<file path="src/rtl/gauss_sched_pkg.sv">
// Shared types and helpers for the Gauss frame scheduler: FSM states,
// pixel type and the 3x3 window border test.
package gauss_sched_pkg;

  localparam int RGB_W = 24;
  localparam int TAPS  = 9;

  typedef logic [RGB_W-1:0] pixel_t;

  typedef enum logic [2:0] {
    S_IDLE,
    S_ISSUE,
    S_WAIT_RD,
    S_SEND,
    S_DRAIN,
    S_FIN
  } state_e;

  // Tap coordinate is pos + d - 1 with d in 0..2; inside the frame when 0 <= t < lim.
  function automatic logic tap_in_bounds(input int pos, input int d, input int lim);
    int t;
    t = pos + d - 1;
    return (t >= 0) && (t < lim);
  endfunction

endpackage

</file>
<file path="src/rtl/gauss_win_addr_gen.sv">
// Raster/window walker: x/y pixel counters, dx/dy tap counters, running row
// base of the current tap row, border test, read address and last-tap flag.
module gauss_win_addr_gen
  import gauss_sched_pkg::*;
#(
  parameter int WIDTH  = 256,
  parameter int HEIGHT = 256,
  parameter int ADDR_W = 17
) (
  input  logic              i_clk,
  input  logic              i_rst,
  input  logic              i_clear,
  input  logic              i_advance,
  output logic              o_in_bounds,
  output logic [ADDR_W-1:0] o_tap_addr,
  output logic              o_last_tap
);

  localparam int X_W = $clog2(WIDTH);
  localparam int Y_W = $clog2(HEIGHT);
  localparam logic [X_W-1:0]    X_LAST   = X_W'(WIDTH - 1);
  localparam logic [Y_W-1:0]    Y_LAST   = Y_W'(HEIGHT - 1);
  localparam logic [ADDR_W-1:0] ROW_STEP = ADDR_W'(WIDTH);

  logic [X_W-1:0]    x_q, x_d;
  logic [Y_W-1:0]    y_q, y_d;
  logic [1:0]        dx_q, dx_d;
  logic [1:0]        dy_q, dy_d;
  logic [ADDR_W-1:0] row_base_q, row_base_d;

  // row_base tracks (y + dy - 1) * WIDTH modulo 2^ADDR_W; it is only used
  // as an address when the tap row is inside the frame, so the -WIDTH start is harmless.
  always_comb begin
    x_d        = x_q;
    y_d        = y_q;
    dx_d       = dx_q;
    dy_d       = dy_q;
    row_base_d = row_base_q;
    if (i_clear) begin
      x_d        = '0;
      y_d        = '0;
      dx_d       = '0;
      dy_d       = '0;
      row_base_d = '0 - ROW_STEP;
    end else if (i_advance) begin
      if (dx_q != 2'd2) begin
        dx_d = dx_q + 2'd1;
      end else begin
        dx_d = '0;
        if (dy_q != 2'd2) begin
          dy_d       = dy_q + 2'd1;
          row_base_d = row_base_q + ROW_STEP;
        end else begin
          dy_d = '0;
          if (x_q != X_LAST) begin
            x_d        = x_q + 1'b1;
            row_base_d = row_base_q - (ROW_STEP << 1);
          end else begin
            x_d        = '0;
            y_d        = y_q + 1'b1;
            row_base_d = row_base_q - ROW_STEP;
          end
        end
      end
    end
  end

  always_ff @(posedge i_clk or negedge i_rst) begin
    if (!i_rst) begin
      x_q        <= '0;
      y_q        <= '0;
      dx_q       <= '0;
      dy_q       <= '0;
      row_base_q <= '0;
    end else begin
      x_q        <= x_d;
      y_q        <= y_d;
      dx_q       <= dx_d;
      dy_q       <= dy_d;
      row_base_q <= row_base_d;
    end
  end

  assign o_in_bounds = tap_in_bounds(int'(y_q), int'(dy_q), HEIGHT) &&
                       tap_in_bounds(int'(x_q), int'(dx_q), WIDTH);
  assign o_tap_addr  = row_base_q + ADDR_W'(x_q) + ADDR_W'(dx_q) - ADDR_W'(1);
  assign o_last_tap  = (y_q == Y_LAST) && (x_q == X_LAST) && (dy_q == 2'd2) && (dx_q == 2'd2);

endmodule

</file>
<file path="src/rtl/gauss_frame_scheduler.sv">
// Frame sequencer for the GaussFilter: streams zero-padded 3x3 windows from
// source SRAM into the filter and writes the filter results to the destination region.
module gauss_frame_scheduler
  import gauss_sched_pkg::*;
#(
  parameter int WIDTH    = 256,
  parameter int HEIGHT   = 256,
  parameter int ADDR_W   = 17,
  parameter int DST_BASE = WIDTH * HEIGHT
) (
  input  logic              i_clk,
  input  logic              i_rst,
  input  logic              i_start,
  output logic              o_done,
  output logic              o_active,
  output logic              o_rd_en,
  output logic [ADDR_W-1:0] o_rd_addr,
  input  logic [RGB_W-1:0]  i_rd_data,
  output logic              o_rgb_vld,
  output logic [RGB_W-1:0]  o_rgb_data,
  input  logic              i_rgb_busy,
  input  logic              i_res_vld,
  input  logic [RGB_W-1:0]  i_res_data,
  output logic              o_res_busy,
  output logic              o_wr_en,
  output logic [ADDR_W-1:0] o_wr_addr,
  output logic [RGB_W-1:0]  o_wr_data
);

  localparam logic [ADDR_W-1:0] FRAME_PIX = ADDR_W'(WIDTH * HEIGHT);
  localparam logic [ADDR_W-1:0] DST_ADDR  = ADDR_W'(DST_BASE);

  state_e            state_q, state_d;
  pixel_t            send_q, send_d;
  logic              vld_q, vld_d;
  logic              active_q, active_d;
  logic              done_q, done_d;
  logic [ADDR_W-1:0] res_cnt_q, res_cnt_d;

  logic              start_ok;
  logic              advance;
  logic              wr_en;
  logic              tap_ok;
  logic              last_tap;
  logic [ADDR_W-1:0] tap_addr;

  assign start_ok = (state_q == S_IDLE) && i_start;
  assign advance  = (state_q == S_SEND) && !i_rgb_busy;
  assign wr_en    = i_res_vld && active_q;

  gauss_win_addr_gen #(
    .WIDTH  (WIDTH),
    .HEIGHT (HEIGHT),
    .ADDR_W (ADDR_W)
  ) u_addr_gen (
    .i_clk       (i_clk),
    .i_rst       (i_rst),
    .i_clear     (start_ok),
    .i_advance   (advance),
    .o_in_bounds (tap_ok),
    .o_tap_addr  (tap_addr),
    .o_last_tap  (last_tap)
  );

  assign res_cnt_d = start_ok ? '0 : (wr_en ? res_cnt_q + ADDR_W'(1) : res_cnt_q);

  // NOTE: every variable written here gets a default first so no path leaves it unassigned (no latch).
  always_comb begin
    state_d  = state_q;
    send_d   = send_q;
    vld_d    = vld_q;
    active_d = active_q;
    done_d   = 1'b0;
    case (state_q)
      S_IDLE: begin
        if (i_start) begin
          active_d = 1'b1;
          state_d  = S_ISSUE;
        end
      end
      S_ISSUE: begin
        if (tap_ok) begin
          state_d = S_WAIT_RD;
        end else begin
          send_d  = '0;
          vld_d   = 1'b1;
          state_d = S_SEND;
        end
      end
      S_WAIT_RD: begin
        send_d  = i_rd_data;
        vld_d   = 1'b1;
        state_d = S_SEND;
      end
      S_SEND: begin
        if (!i_rgb_busy) begin
          vld_d   = 1'b0;
          state_d = last_tap ? S_DRAIN : S_ISSUE;
        end
      end
      S_DRAIN: begin
        // Looking at the next count lets o_done land one cycle after the final write.
        if (res_cnt_d == FRAME_PIX) begin
          active_d = 1'b0;
          done_d   = 1'b1;
          state_d  = S_FIN;
        end
      end
      S_FIN: begin
        state_d = S_IDLE;
      end
      default: begin
        state_d = S_IDLE;
      end
    endcase
  end

  // NOTE: sequential state uses non-blocking assignments only, so every flop samples pre-edge values.
  always_ff @(posedge i_clk or negedge i_rst) begin
    if (!i_rst) begin
      state_q   <= S_IDLE;
      send_q    <= '0;
      vld_q     <= 1'b0;
      active_q  <= 1'b0;
      done_q    <= 1'b0;
      res_cnt_q <= '0;
    end else begin
      state_q   <= state_d;
      send_q    <= send_d;
      vld_q     <= vld_d;
      active_q  <= active_d;
      done_q    <= done_d;
      res_cnt_q <= res_cnt_d;
    end
  end

  // The read strobe is decoded from ISSUE so the data arrives in WAIT_RD.
  assign o_rd_en    = (state_q == S_ISSUE) && tap_ok;
  assign o_rd_addr  = o_rd_en ? tap_addr : '0;
  assign o_rgb_vld  = vld_q;
  assign o_rgb_data = send_q;
  assign o_res_busy = ~active_q;
  assign o_wr_en    = wr_en;
  assign o_wr_addr  = wr_en ? DST_ADDR + res_cnt_q : '0;
  assign o_wr_data  = wr_en ? i_res_data : '0;
  assign o_done     = done_q;
  assign o_active   = active_q;

endmodule

</file>
<file path="config.mk">
export PLATFORM = sky130hd
export DESIGN_NAME = gauss_frame_scheduler
export DESIGN_NICKNAME = d
export VERILOG_FILES = /design/src/rtl/gauss_sched_pkg.sv /design/src/rtl/gauss_win_addr_gen.sv /design/src/rtl/gauss_frame_scheduler.sv
export SDC_FILE = /design/constraint.sdc
export NUM_CORES = 1
export LEC_CHECK = 0
export CAP_MARGIN = 5
export CORE_ASPECT_RATIO = 1.25
export CORE_UTILIZATION = 46
export DETAILED_ROUTE_END_ITERATION = 16
export PLACE_DENSITY = 0.87
export SETUP_SLACK_MARGIN = 0.5
export SYNTH_ARGS = -nofsm -noshare
export SYNTH_HDL_FRONTEND = slang
export SYNTH_SLANG_ARGS = --single-unit
</file>
<file path="constraint.sdc">
create_clock -name i_clk -period 3.3 [get_ports i_clk]
set_input_delay 0.495 -clock i_clk [delete_from_list [all_inputs] [get_ports i_clk]]
set_output_delay 0.495 -clock i_clk [all_outputs]
set_load 0.01 [all_outputs]
</file>
## Yosys cells after proc, flatten, opt, wreduce, memory -nomap -nowiden

Cells that the tools add are included.

- Register bits after elaboration: 84
- Input bits: 53
- Output and inout port bits: 88

- $add $sub $neg: 16
- Order comparisons: 4
- Eq/ne operators: 19
- Muxes and demuxes: 43
- Bitwise gates (word level): 1
- Reductions and logical operators: 23

Operators by type and width:

| operator | number |
|---|---|
| $mux 17 | 9 |
| $mux 8 | 10 |
| $ge 32x1->1 const B | 2 |
| $lt 32x10->1 const B | 2 |
| $sub 32x2->32 const B | 2 |
| $mux 24 | 2 |
| $pmux 24 s2 | 1 |
| $add 8x2->9 | 2 |
| $ne 2x2->1 const B | 9 |
| $add 17x1->17 const B | 1 |
| $add 17x17->17 const A | 1 |
| $add 17x2->17 | 1 |
| $add 17x8->17 | 1 |
| $add 17x9->17 const B | 1 |
| $eq 17x17->1 const B | 1 |
| $sub 17x1->17 const B | 1 |
| $sub 17x10->17 const B | 1 |
| $sub 17x9->17 const B | 1 |
| $add 8x1->8 const B | 2 |
| $eq 8x8->1 const B | 2 |
| $pmux 3 s5 | 1 |
| $mux 2 | 7 |
| $mux 3 | 4 |
| $reduce_and 3->1 | 4 |
| other kinds (17) | 38 |

## Longest topological paths before layout

Gate-level depths: netlist (run 1).

- Word-level depth: 7
- Gate-level depth with buffers: 14
- Mapped depth without buffers: 13

## Modules after synthesis

From an unflattened synthesis (run 1), not the netlist that was laid out.

- Cell total of the unflattened synthesis: 679
- Area, all modules: 6034.5 µm²

By module, submodules not included:

| module | times used | cells an instance | area an instance (µm²) |
|---|---|---|---|
| gauss_win_addr_gen | 1 | 403 | 3408.3 |
| gauss_frame_scheduler | 1 | 276 | 2626.3 |

## Least setup slack after synthesis (run 1)

Ideal clock, no wire load.

- Path type: register to output
- Start point: reg u_addr_gen.x_q[0]
- End point: out o_rd_addr[11]
- Data arrival time: 3.220 ns
- Data required time: 2.805 ns
- Path slack: -0.415 ns
- Cell stages (with the launch flop): 15
- Buffers on the path: 2
- Cell sequence: dfrtp_1 ha_1 inv_1 fa_1 nand3b_1 xnor2_1 nor3_1 and3b_1 ha_1 nand2_1 a2111o_1 or4_1 clkbuf_1 buf_2 nor2_1

- Cells in the longest elaborated chain, start to end: 7
- Elaborated cells between the ends (all ways): 11
- Classes of those cells: 5 x add/sub; 2 x order compare; 1 x mux; 3 x reduce/logical

RTL lines:

| what | line | text |
|---|---|---|
| start: declaration | gauss_win_addr_gen.sv:25 | `logic [X_W-1:0] x_q, x_d;` |
| start signal: assignment | gauss_win_addr_gen.sv:70 | `x_q <= '0;` |
| start signal: assignment | gauss_win_addr_gen.sv:76 | `x_q <= x_d;` |
| $add 8x2->9 | gauss_sched_pkg.sv:22 | `t = pos + d - 1;` |
| $sub 32x2->32 | gauss_sched_pkg.sv:22 |  |
| $ge 32x1->1 / $lt 32x10->1 (equally long branches) | gauss_sched_pkg.sv:23 | `return (t >= 0) && (t < lim);` |
| $logic_and 1x1->1 | gauss_sched_pkg.sv:23 |  |
| $logic_and 1x1->1 | gauss_win_addr_gen.sv:84 | `assign o_in_bounds = tap_in_bounds(int'(y_q), int'(dy_q), HEIGHT) &&` |
| $logic_and 1x1->1 | gauss_frame_scheduler.sv:138 | `assign o_rd_en = (state_q == S_ISSUE) && tap_ok;` |
| $mux 17 (*) | gauss_frame_scheduler.sv:139 | `assign o_rd_addr = o_rd_en ? tap_addr : '0;` |
| end: declaration | gauss_frame_scheduler.sv:17 | `output logic [ADDR_W-1:0] o_rd_addr,` |

Mark *: on every way between the ends. The rest lies on a longest branch, timed or not.

## Final worst setup path (run 1)

- Start point: reg u_addr_gen.dx_q[0]
- End point: out o_rd_addr[4]

- Cells in the longest elaborated chain, start to end: 7
- Elaborated cells between the ends (all ways): 10
- Classes of those cells: 4 x add/sub; 2 x order compare; 1 x mux; 3 x reduce/logical

RTL lines:

| what | line | text |
|---|---|---|
| start: declaration | gauss_win_addr_gen.sv:27 | `logic [1:0] dx_q, dx_d;` |
| start signal: assignment | gauss_win_addr_gen.sv:72 | `dx_q <= '0;` |
| start signal: assignment | gauss_win_addr_gen.sv:78 | `dx_q <= dx_d;` |
| $add 8x2->9 | gauss_sched_pkg.sv:22 |  |
| $sub 32x2->32 | gauss_sched_pkg.sv:22 |  |
| $ge 32x1->1 / $lt 32x10->1 (equally long branches) | gauss_sched_pkg.sv:23 |  |
| $logic_and 1x1->1 | gauss_sched_pkg.sv:23 |  |
| $logic_and 1x1->1 | gauss_win_addr_gen.sv:84 |  |
| $logic_and 1x1->1 | gauss_frame_scheduler.sv:138 |  |
| $mux 17 (*) | gauss_frame_scheduler.sv:139 |  |

Marked as above.

==> impl_results.md, run 1 <==
- Run status: finished with violations
- Failing checks: setup timing
- CTS Buf Count: 9
- Post-synthesis compound-gate area fraction: around 14%
- DRC: 0
- Sinks on Clock Net: 76
- N_diodes: 0
- Worst hold path type: primary input to asynchronous set/reset pin
- Die Area: between 10,000 and 15,000 sq um
- Crit Path Category: register to output port
- # IOs: approximately 140
- Final hold violation count: 0
- Netlist Area Pre-Place: about 5600 sq um
- Worst r2r path cells: 19
- Pre-CTS WS: -808 ps
- Hold slack: 291 ps
- Final ANT Viol Nets: 0
- Placed cells: 978
- Initial DRC Count: 349
- Hold-fix buffers, CTS: 0
- Die span in y: 126 um
- CP top delay family: simple AND/OR/NAND/NOR gates
- Final setup viols: 43
- DP Wirelength: 11,700 um
- Slew @ Worst Pin: about 930 ps
- Max Fclk: 242 MHz
- Fillers: 781
- Stages on worst setup path: 15
- Via/cell ratio: 5.68
- Endpoint class of the critical path: output port
- Rows: 44
- Post-synthesis cell type count: 62
- Power Dens Cells: roughly 770 nW/um^2
- Total power: roughly 6.7 mW
- Total GRT Usage: about a quarter
- Worst flop-to-flop path endpoint: o_rgb_data[22]$_DFFE_PN0P_
- Largest net degree at the start of global routing: 42
- Clk_skew: ~7.4 ps
- Clock transition at path regs: 70 ps
- Final wirelength: between 15,000 and 20,000 um
- CTS Buffer Depth: 2
- Core Area: 11,800 sq um
- Final period utilization: 125%
- Cells after synthesis: approximately 630
- Avg Synthesized Cell Area: 8.93 sq um
- Ranking of synthesized cells by area: dfrtp_1 34%, ha_1 14%, and3_1 4.8%
- Clock root cell: clkbuf_16
- CP max stage cell: or4_4
- Crit path buffers/inverters: 4
- Worst EP arrival: about 3600 ps
- Crit-path max FO: 7
- Design Area, Final: 8730 sq um
- Relative max-transition margin: a little under two fifths
- Gr ovfl total: 0
- DRT Pass-1 Iters: 5
- Crit path top cell by count: nor3_2
- WL per Instance: between 15 and 20 um
- Worst setup path end: o_rd_addr[4]
- Final WS setup: -827 ps
- Gpl congestion: roughly 0.91
- Slowest cell delay on critical path: between 400 and 500 ps
- Cell Chain, Critical Path: ha_2 -> inv_2 -> fa_2 -> nand3b_1 -> xnor2_1 -> nor3_2 -> and3b_1 -> ha_1 -> nand2_1 -> a2111o_1 -> or4_4 -> buf_12 -> buf_16 -> nor3_2 -> buf_2
- Simple-gate portion of the synthesized area: 24.3%
- Slew Limit Fails: 0
- Sequential-to-total area share from yosys stat: between 30 and 40%
- YS warnings: 0
- Core Util, Final: 74.1%
- CTS tree: yes
- CP required: around 2800 ps
- DP Area: 7840 sq um
- Post-synth EDFFs: 0
- Share of post-route cells with drive strength above 1: 23.6%
- Peak VDD IR: 0.661 mV
- Clk_lat worst skew: 340 ps
- Port Buffer Count: 140
- First-pass GRT wire length: 27,300 um
- Most common library cells after synthesis: 76 x dfrtp_1, 64 x ha_1, 60 x nor2_1
- Non-filler cells, final: approximately 1,000
- Main combinational cell family by area after synthesis: simple AND/OR/NAND/NOR gates
- Die width: 101 um
- Top_reg_cell synth: dfrtp_1
- Post-Synth Adder-Cell Area: 15.6%
- CP Launch Type: register
- Yosys top cell by area: dfrtp_1
- Max-Cap Viols: 0
- Post-Synth XOR/XNOR Area: 6.52%
- Via count: roughly 5,800
- Vias in the first global route: 5,889
- FF+latch count, synth: 76
- NumNets Final: 982
- Mux contribution to synthesized area: less than 1%
- Leak: 4.14 nW
- Htree depth: 3
- Yosys top cell area share: roughly a third
- Post-Syn Nets: about 750
- Tmin final: 4130 ps
- Area growth syn-to-layout: 54.7%
- RR Startpoint: u_addr_gen.dx_q[0]$_DFFE_PN0P_
- Starting Density: 47.9%
- Ys async rst share: 100%
- Antenna violations before repair: 0
- Crit. Startpoint: u_addr_gen.dx_q[0]$_DFFE_PN0P_
- Most common cell in the synthesized netlist: dfrtp_1
- Flop-to-flop setup slack: -190 ps
- RSZ-0062 raised after global routing: true
- Post-Route Setup TNS: -16,680 ps
==> state kept, by name (all words and copies together), names as in the netlist <==
name and flops:
u_addr_gen.dx_q 2, res_cnt_q 17, u_addr_gen.row_base_q 9, u_addr_gen.dy_q 2
o_done 1, o_rgb_vld 1, state_q 3, u_addr_gen.x_q 8
o_rgb_data 24, u_addr_gen.y_q 8, o_active 1
==> worst min-delay path by stage <==
stage	startpoint	endpoint	slack [ps]	cells after the start
floorplan	i_rst	o_active$_DFFE_PN0P_	200	0
global placement	o_rgb_data[2]$_DFFE_PN0P_	o_rgb_data[2]$_DFFE_PN0P_	480	1
detailed placement	o_rgb_data[3]$_DFFE_PN0P_	o_rgb_data[3]$_DFFE_PN0P_	480	1
CTS	i_rst	o_rgb_data[14]$_DFFE_PN0P_	320	1
global route	i_rst	o_rgb_data[19]$_DFFE_PN0P_	360	1
finish	i_rst	o_rgb_data[19]$_DFFE_PN0P_	290	1
==> placed cells by master, fill, tap and decap left out, types with 22 or more instances in the layout <==
master and instances:
a21oi_1 35, a22o_1 24, and3_1 43, buf_4 88, buf_6 25, clkdlybuf4s50_1 120, dfrtp_1 73, ha_1 61
inv_1 37, nand2_1 44, nor2_1 48, xnor2_1 22
==> cell families after synthesis <==
logic type      Yosys count
simple gates            255
compound gates          117
flops                    76
buf+inv                  70
fa+ha+maj                68
xor+xnor                 42
mux                       4
==> per-layer routing <==
metal  wire (um)  GRT usage, %  vias to the layer above
met3         992          4.05                       47
met5           0             0                        -
li1            -             -                     2706
met4         490          10.8                        0
met1        6470          29.5                     2822
met2        9370          49.7                      261
==> timing repair <==
item	CTS	global route
endpoints found under the setup margin	45	46
resized for setup	120	20
setup buffers	16	13
cloned	4	0
pin swaps	21	23
==> final cells by class <==
class / instances / area, sq um / area share [%]
clock buffer: 10 / 239 / 2.74
multi-input combinational: 486 / 3730 / 42.7
timing repair buffer: 249 / 2420 / 27.7
inverter: 39 / 159 / 1.82
clock inverter: 6 / 71.3 / 0.817
sequential: 76 / 1910 / 21.8
tap: 161 / 201 / 2.31
==> report_power, final <==
group	switching (mW)	internal [mW]	leakage, nW	total, mW
Sequential	0.244	1.17	0.974	1.42
Combinational	2.13	2.17	3.02	4.30
Clock	0.415	0.612	0.145	1.03
Total	2.79	3.95	4.14	6.74
Note: power is estimated with default switching activity, not from simulation.
==> run 2, diff against run 1 <==
- MAX_ROUTING_LAYER: not set -> met4
==> impl_results.md, run 2 (synthesis gave the netlist of run 1 again) <==
- CTS tree: yes
- Max reg flops: 24
- Gr ovfl total: 0
- Total power: 6.34 mW
- Worst hold path type: primary input to asynchronous set/reset pin
- DRT Pass-1 Iters: 7
- DRC: 0
- Via/cell ratio: approximately 5.6
- Final WS setup: -836 ps
- Run status: finished with violations
- Max Fclk: 242 MHz
- Placed cells: just under 1,000
- Antenna violations before repair: 0
- Final setup viols: 22
- Worst r2r path cells: 17
- Final period utilization: 125%
- Clk_skew: 11.3 ps
- Vias in the first global route: roughly 5,700
- Final wirelength: ~17,000 um
- Crit path buffers/inverters: 4
- Clock root cell: clkbuf_16
- Design Area, Final: 8540 sq um
- Crit Path Category: register to output port
- Hold-fix buffers, CTS: 0
- Pre-CTS WS: -797 ps
- RSZ-0062 raised after global routing: true
- Core Util, Final: 72.5%
- Slew Limit Fails: 0
- CP required: 2800 ps
- Most frequent cells in the layout: 120 x clkdlybuf4s50_1, 85 x buf_4, 71 x dfrtp_1
- Cell Chain, Critical Path: ha_2 -> inv_2 -> fa_2 -> nand3b_1 -> xnor2_1 -> nor3_1 -> and3b_1 -> ha_1 -> nand2_1 -> a2111o_1 -> or4_4 -> buf_12 -> buf_16 -> nor3b_2 -> buf_2
- Slowest cell delay on critical path: 470 ps
- Flop-to-flop setup slack: -10 ps
- Area growth syn-to-layout: 51.3%
- Port Buffer Count: 140
- Power Dens Cells: 743 nW/um^2
- Worst EP arrival: 3640 ps
- Clk_lat worst skew: 340 ps
- CTS Buf Count: 9
- Tmin final: roughly 4100 ps
- Starting Density: 47.9%
- DP Wirelength: 11,700 um
- Hold slack: around 280 ps
- Failing checks: setup timing
- Via count: 5,724
- CP max stage cell: or4_4
- Relative max-transition margin: 38.5%
- Peak VDD IR: 0.603 mV
- Clock transition at path regs: 70 ps
- Final hold violation count: 0
- Htree depth: 3
- Sinks on Clock Net: 76
- Leak: between 4 and 5 nW
- Endpoint class of the critical path: output port
- Rows: 44
- Die width: 101 um
- Max-Cap Viols: 0
- Largest net degree at the start of global routing: 42
- Non-filler cells, final: 1,017
- WL per Instance: 16.7 um
- # IOs: 141
- Slew @ Worst Pin: slightly above 900 ps
- N_diodes: 0
- Crit-path max FO: 7
- CTS Buffer Depth: 2
- Die span in y: 126 um
- RR Startpoint: u_addr_gen.x_q[0]$_DFFE_PN0P_
- Die Area: between 10,000 and 15,000 sq um
- CP top delay family: simple AND/OR/NAND/NOR gates
- Commonest non-fill, non-tap cell in the layout: clkdlybuf4s50_1
- First-pass GRT wire length: between 20,000 and 30,000 um
- DP Area: 7840 sq um
- CP Launch Type: register
- Initial DRC Count: roughly 260
- Final ANT Viol Nets: 0
- Share of post-route cells with drive strength above 1: 22.8%
- NumNets Final: ~970
- Worst flop-to-flop path endpoint: o_rgb_data[5]$_DFFE_PN0P_
- Gpl congestion: 0.911
- Post-Route Setup TNS: -12,970 ps
- Total GRT Usage: approximately a quarter
- Core Area: 11,800 sq um
[run 2: changes by cell type in the layout (fill, tap and decap cells not counted), sizes merged]
| cell | before | now |
|---|---|---|
| buf | 128 | 118 |
| bufinv | 1 | 0 |
| clkbuf | 10 | 9 |
| clkinvlp | 2 | 3 |
| inv | 39 | 40 |
[run 2: worst reg2reg max path, delay by kind of cell (launching register included)]
| kind | cells | cell delay [ps] |
|---|---|---|
| buffers and inverters | 5 | 560 |
| adder cells (fa/ha/maj) | 3 | 840 |
| XOR/XNOR | 1 | 180 |
| AO/OA/AOI/OAI | 4 | 810 |
| flip-flops | 1 | 370 |
| AND/OR/NAND/NOR | 4 | 500 |
[run 2: area by class of cell]
| type | instances | area, sq um |
|---|---|---|
| clock buffer | 9 | 225 |
| tap | 161 | 201 |
| clock inverter | 7 | 60.1 |
| inverter | 39 | 159 |
| timing repair buffer | 239 | 2250 |
| fill | 868 | 3240 |
| multi-input combinational | 486 | 3740 |
| sequential | 76 | 1910 |
[run 2: how the worst max path moves through the flow]
stage	end	cells after the start	slack (ps)	start
after floorplan	o_rd_addr[11]	14	-140	u_addr_gen.x_q[0]$_DFFE_PN0P_
after global placement	o_rd_addr[4]	12	-690	u_addr_gen.dx_q[1]$_DFFE_PN0P_
after detailed placement	o_rd_addr[4]	12	-800	u_addr_gen.dx_q[1]$_DFFE_PN0P_
after CTS	o_rd_addr[4]	15	-880	u_addr_gen.x_q[0]$_DFFE_PN0P_
after global routing	o_rd_addr[10]	15	-940	u_addr_gen.dx_q[0]$_DFFE_PN0P_
final	o_rd_addr[10]	15	-840	u_addr_gen.x_q[0]$_DFFE_PN0P_
[run 2: metal layers]
layer | wire length (um) | vias up | global-route usage (%) | share of wire (%)
met1 | 6570 | 2760 | 28.0 | 39
met5 | 0 | - | - | 0
met2 | 9030 | 223 | 47.3 | 53
met3 | 796 | 58 | 3.39 | 4.7
met4 | 634 | 0 | 11.7 | 3.7
li1 | - | 2683 | - | -
[run 2: power by group]
part	leakage, nW	switching [mW]	internal [mW]	total (mW)
Clock	0.130	0.426	0.520	0.946
Sequential	0.973	0.239	1.18	1.41
Combinational	2.92	2.08	1.90	3.98
Total	4.03	2.75	3.59	6.34
[run 2: what timing repair did]
action | in CTS | in global routing
resized for setup | 108 | 31
setup endpoints to repair | 45 | 45
setup buffers | 8 | 12
cloned | 1 | 0
pin swaps | 13 | 14
